===== src/rtl/timer_array.sv =====
// Bank of N_CH independent down-counting timers behind one register port.
// Each channel: CTRL {PEND,IM,MODE,EN}, PRESET, read-only COUNT; irq = PEND & IM.
module timer_array #(
  parameter int N_CH  = 2,
  parameter int CNT_W = 32
) (
  input  logic            clk,
  input  logic            reset,
  input  logic [7:0]      addr,
  input  logic            we,
  input  logic [31:0]     wdata,
  output logic [31:0]     rdata,
  output logic [N_CH-1:0] irq,
  output logic            irq_any
);

  localparam logic [1:0] ST_IDLE = 2'd0;
  localparam logic [1:0] ST_LOAD = 2'd1;
  localparam logic [1:0] ST_CNT  = 2'd2;
  localparam logic [1:0] ST_INT  = 2'd3;

  localparam logic [1:0] R_CTRL   = 2'd0;
  localparam logic [1:0] R_PRESET = 2'd1;
  localparam logic [1:0] R_COUNT  = 2'd2;

  logic [N_CH-1:0][31:0] rd_ch;
  logic                  unused_bits;

  assign unused_bits = ^{addr[7], addr[1:0], wdata[31:4]};

  genvar gi;
  generate
    for (gi = 0; gi < N_CH; gi++) begin : g_ch
      logic             en_reg, mode_reg, im_reg, pend_reg;
      logic [CNT_W-1:0] preset_reg, count_reg;
      logic [1:0]       state_reg;
      logic             sel, wr_ctrl, wr_preset;
      logic             en_eff, mode_eff, hw_set;
      logic [31:0]      preset_ext, count_ext;

      assign sel       = (addr[6:4] == 3'(gi));
      assign wr_ctrl   = we && sel && (addr[3:2] == R_CTRL);
      assign wr_preset = we && sel && (addr[3:2] == R_PRESET);

      // The FSM sees the control value in force after this edge, so a bus
      // write of EN/MODE acts on the same edge it is written.
      assign en_eff   = wr_ctrl ? wdata[0] : en_reg;
      assign mode_eff = wr_ctrl ? wdata[1] : mode_reg;
      assign hw_set   = (state_reg == ST_CNT) && en_eff && !(count_reg > CNT_W'(1));

      always_ff @(posedge clk or negedge reset) begin
        if (!reset) begin
          en_reg     <= 1'b0;
          mode_reg   <= 1'b0;
          im_reg     <= 1'b0;
          pend_reg   <= 1'b0;
          preset_reg <= '0;
          count_reg  <= '0;
          state_reg  <= ST_IDLE;
        end else begin
          if (wr_ctrl) begin
            en_reg   <= wdata[0];
            mode_reg <= wdata[1];
            im_reg   <= wdata[2];
          end else if (state_reg == ST_INT && !mode_reg) begin
            en_reg <= 1'b0;
          end
          // Hardware set beats a simultaneous write-1-to-clear.
          pend_reg <= hw_set | (pend_reg & ~(wr_ctrl & wdata[3]));
          if (wr_preset) preset_reg <= wdata[CNT_W-1:0];

          case (state_reg)
            ST_IDLE: if (en_eff) state_reg <= ST_LOAD;
            ST_LOAD: begin
              count_reg <= (preset_reg == '0) ? CNT_W'(1) : preset_reg;
              state_reg <= ST_CNT;
            end
            ST_CNT: begin
              if (!en_eff) begin
                state_reg <= ST_IDLE;
              end else if (count_reg > CNT_W'(1)) begin
                count_reg <= count_reg - CNT_W'(1);
              end else begin
                count_reg <= '0;
                state_reg <= ST_INT;
              end
            end
            default: state_reg <= (mode_eff && en_eff) ? ST_LOAD : ST_IDLE;
          endcase
        end
      end

      always_comb begin
        preset_ext = '0;
        preset_ext[CNT_W-1:0] = preset_reg;
        count_ext = '0;
        count_ext[CNT_W-1:0] = count_reg;
        case (addr[3:2])
          R_CTRL:   rd_ch[gi] = {28'd0, pend_reg, im_reg, mode_reg, en_reg};
          R_PRESET: rd_ch[gi] = preset_ext;
          R_COUNT:  rd_ch[gi] = count_ext;
          default:  rd_ch[gi] = '0;
        endcase
      end

      assign irq[gi] = pend_reg & im_reg;
    end
  endgenerate

  // Channel indices at or above N_CH fall through to zero.
  always_comb begin
    rdata = '0;
    for (int i = 0; i < N_CH; i++) begin
      if (addr[6:4] == 3'(i)) rdata = rd_ch[i];
    end
  end

  assign irq_any = |irq;

endmodule


===== config.mk =====
export PLATFORM = sky130hd
export DESIGN_NAME = timer_array
export DESIGN_NICKNAME = d
export VERILOG_FILES = /design/src/rtl/timer_array.sv
export SDC_FILE = /design/constraint.sdc
export NUM_CORES = 1
export LEC_CHECK = 0
export CORE_MARGIN = 5
export CORE_UTILIZATION = 30
export CTS_CLUSTER_DIAMETER = 60
export DETAILED_ROUTE_END_ITERATION = 10
export PLACE_DENSITY = 0.45
export SKIP_LAST_GASP = 1
export SLEW_MARGIN = 40
export SYNTH_ARGS = -nofsm -noshare
export SYNTH_HDL_FRONTEND = slang
export SYNTH_SLANG_ARGS = --single-unit

===== constraint.sdc =====
create_clock -name clk -period 2.9 [get_ports clk]
set_clock_uncertainty 0.05 [all_clocks]
set_input_delay 0.58 -clock clk [delete_from_list [all_inputs] [get_ports clk]]
set_output_delay 0.58 -clock clk [all_outputs]
set_load 0.03 [all_outputs]

# == After elaboration in Yosys (flattened, before gate mapping) ==
# Cells that the tools add are included.
# totals
reg_bits,140
elab_cells,106
# classes
n_addsub,2
magnitude_cmp,2
n_eq_ne,15
muxes,30
bitwise,10
n_reduce_logical,33
# ops
operator,n
$mux 32,8
$pmux 32 s3,2
$pmux 32 s2,2
$gt 32x1->1 const B,2
$logic_not 32->1,2
$sub 32x1->32 const B,2
$logic_and 1x1->1,14
$mux 2,6
$pmux 2 s3,2
$eq 2x2->1 const B,5
$mux 1,10
$ne 2x2->1 const B,4
$reduce_and 2->1,4
$reduce_bool 2->1,4
$and 1x1->1,6
$eq 2x1->1 const B,3
$logic_not 2->1,3
$ne 3x3->1 const B,2
$logic_not 1->1,4
$eq 3x1->1 const B,1
$logic_not 3->1,1
$not 1->1,2
$or 1x1->1,2
$reduce_or 2->1,1

# == Logic depth before layout (Yosys ltp) ==
# logic_depth
depth_word,7
depth_mapped,10

# == Least setup slack after synthesis ==
# Ideal clock, no wire load.
# synth_timing
path_kind,input-to-output
start,in addr[3]
end,out rdata[19]
t_arrival_ns,2.401
required_ns,2.270
path_slack_ns,-0.131
path_stages,6
path_buffers,3
cell_sequence,clkbuf_1 -> nor2b_1 -> clkbuf_1 -> buf_1 -> a22oi_1 -> o22ai_1
# synth_between
elab_chain_cells,4
# synth_rtl
item,line,source
from (decl),9,"input logic [7:0] addr,"
"$eq 2x2->1, or another cell as far along",98,case (addr[3:2])
$pmux 32 s3,98,
$mux 32,114,if (addr[6:4] == 3'(i)) rdata = rd_ch[i];
$mux 32 *,114,
to (decl),12,"output logic [31:0] rdata,"
# Mark *: on every way between the ends. The rest lies on a longest branch, timed or not.

# == Worst setup path in the final report ==
# layout_timing
start,in addr[5]
end,out rdata[30]
# layout_between
elab_chain_cells,3
# layout_rtl
item,line
$logic_not 3->1,114
$mux 32,114
$mux 32 *,114
# Marked as above.

==> results.sh <==
export IMPL_status="finished clean"
export IMPL_syn_avg_cell_area_um2=9.534
export IMPL_grt_pass1_vias=7669
export IMPL_tns_ns=0
export IMPL_path_delay_family="buffers and inverters"
export IMPL_core_mm2=0.02688
export IMPL_min_period_ns=2.893
export IMPL_crit_top_cell="buf_4"
export IMPL_r2r_start="g_ch[1].count_ext[26]"
export IMPL_grt_pass1_wl_um=49070
export IMPL_synth_distinct_cells=67
export IMPL_drtAntennaViolNets=0
export IMPL_critPathCaptureType="output pin"
export IMPL_clock_latency_ns=0.43
export IMPL_slowest_stage="or3_2"
export IMPL_finalHoldViolCount=0
export IMPL_worst_pin_slew_ns=0.5564
export IMPL_clkTransAtPathRegs_ns=0.07
export IMPL_pin_count=78
export IMPL_period_share=0.9975
export IMPL_total_leakage_power_nw=4.334
export IMPL_synthCells=857
export IMPL_place_area_mm2=0.009992
export IMPL_drive_above_1_share=0.2805
export IMPL_ir_drop_uv=390.6
export IMPL_crit_start="addr[5]"
export IMPL_design_area_mm2=0.01083
export IMPL_crit_arrival_ns=2.26
export IMPL_rsz0062_at_grt="true"
export IMPL_start_util=0.3040
export IMPL_antenna_found_initial=0
export IMPL_dr_pass1_iters=6
export IMPL_area_growth_pct=32.51
export IMPL_path_max_fanout=33
export IMPL_grt_usage=0.2070
export IMPL_syn_num_nets=904
export IMPL_synth_seq_cells=140
export IMPL_clockBufferDepth=2
export IMPL_max_freq_mhz=345.7
export IMPL_drtIter0Drc=651
export IMPL_relSlewSlack=0.6282
export IMPL_cap_viol_max_count=0
export IMPL_synth_main_ff_cell="dfrtp_1"
export IMPL_reg2reg_slack_ns=0.23
export IMPL_die_area_mm2=0.03064
export IMPL_cp_cell_sequence="clkdlybuf4s50_1, buf_4, or3_2, buf_12, o22ai_2, buf_4"
export IMPL_num_rows=60
export IMPL_cts_sinks=140
export IMPL_cts_max_level=4
export IMPL_setup_viol=0
export IMPL_wl_per_cell_um=23.56
export IMPL_powerDensity_mw_per_mm2=902.1
export IMPL_async_flop_share=1.000
export IMPL_whs_ns=0.05327
export IMPL_path_buf_inv=4
export IMPL_cts_buffers=17
export IMPL_die_w_um=175.0
export IMPL_die_h_um=175.0
export IMPL_place_hpwl_um=23100
export IMPL_final_cells=1332
export IMPL_cts_tree="done"
export IMPL_post_route_drc_count=0
export IMPL_grt_overflow_total=0
export IMPL_synth_edf_count=0
export IMPL_port_buffer_count=74
export IMPL_antenna_cells=0
export IMPL_clockRootBuffer="clkbuf_16"
export IMPL_vias_per_cell=5.716
export IMPL_finalNetCount=1026
export IMPL_start_kind="input pin"
export IMPL_drv_slew=0
export IMPL_hold_class="input pin to async pin"
export IMPL_grt_max_degree=56
export IMPL_cp_slowest_stage_delay_ns=0.48
export IMPL_dr_total_vias=7614
export IMPL_hold_buffers=0
export IMPL_placedCellCount=1292
export IMPL_synth_seq_area_share=0.4288
export IMPL_wirelength_um=31380
export IMPL_required_ns=2.27
export IMPL_total_power_mw=9.767
export IMPL_syn_area_mm2=0.008170
export IMPL_ys_warn_count=0
export IMPL_gp_congestion=0.8237
export IMPL_critical_path_class="input pin to output pin"
[cells in the mapped netlist (all sizes together) (9+ instances only)]
cell     number  area share
a22o         21       0.023
buf          15       0.011
o22ai        44       0.034
mux2         68       0.094
nor2         54       0.025
a22oi        69       0.063
mux2i        11       0.013
o211ai        9      0.0083
o2bb2ai      12       0.013
nand2        63       0.029
nand3        14      0.0086
clkbuf       49       0.023
inv          24       0.011
nor3         29       0.018
dfrtp       140        0.43
o21ai        44       0.027
nand4        11      0.0084
a21oi        29       0.018
nor4         32       0.028
or4          12       0.011
[logic make-up after synthesis]
group	synth area share
adder cells (fa/ha/maj)	0.006126
AND/OR/NAND/NOR	0.1643
multiplexers	0.1072
AO/OA/AOI/OAI	0.2490
flip-flops	0.4288
buffers and inverters	0.04456
[power breakdown]
group / total (mW) / internal (mW) / switching, mW
clock: 2.28 / 1.40 / 0.886
sequential: 3.41 / 2.55 / 0.854
combinational: 4.08 / 1.81 / 2.27
[placed cells by master (no fill, tap or decap), drive strengths merged, types with 14 or more instances in the layout]
cell type / netlist / final
nor2: 54 / 54
nor3: 29 / 29
o21ai: 44 / 44
o22ai: 44 / 44
nand3: 14 / 14
clkbuf: 49 / 21
mux2: 68 / 68
nand2: 63 / 63
buf: 15 / 126
dfrtp: 140 / 140
a22oi: 69 / 69
a21oi: 29 / 29
a22o: 21 / 21
clkdlybuf4s50: 0 / 40
inv: 24 / 24
nor4: 32 / 32
[layer usage]
| layer | track usage | wire (um) | up-vias |
|---|---|---|---|
| li1 | - | - | 3569 |
| met1 | 0.2949 | 15020 | 3833 |
| met2 | 0.3354 | 14880 | 179 |
| met3 | 0.02531 | 908 | 33 |
| met4 | 0.05237 | 571 | 0 |
| met5 | 0 | 0 | - |
[worst paths after layout]
path / to / depth (start not counted)
min in group clk: g_ch[1].state_reg[0] / 1
worst max-delay path: rdata[30] / 6
max in group asynchronous: g_ch[0].preset_ext[26] / 2
worst max register to register: g_ch[1].count_ext[20] / 7
worst min-delay path: g_ch[0].preset_ext[9] / 1
worst min register to register: g_ch[1].state_reg[0] / 1
[repair_timing]
| item | in CTS | in global routing |
|---|---|---|
| setup buffers | 6 | 2 |
| resized for setup | 12 | 14 |
| endpoints found under the setup margin | 15 | 41 |
| cloned | 4 | 0 |
| pin swaps | 2 | 6 |
[area by class of cell]
cell class	count	area, um^2
multi-input cells	629	4563
clock buffers	21	460.4
inverters	24	90.09
repair buffers	167	1642
fillers	2658	16050
flip-flops and latches	140	3503
clock inverters	10	141.4
well taps	341	426.7
[metrics by stage]
stage | setup WS (ns) | utilization
2_1_floorplan | 0.03109 | -
3_3_place_gp | -0.2645 | 0.3716
3_5_place_dp | -0.2351 | 0.3718
4_1_cts | -0.01190 | 0.4029
5_1_grt | -0.04139 | 0.4028
6_report | 0.007262 | 0.4028
Power figures use the tool's default switching activity.
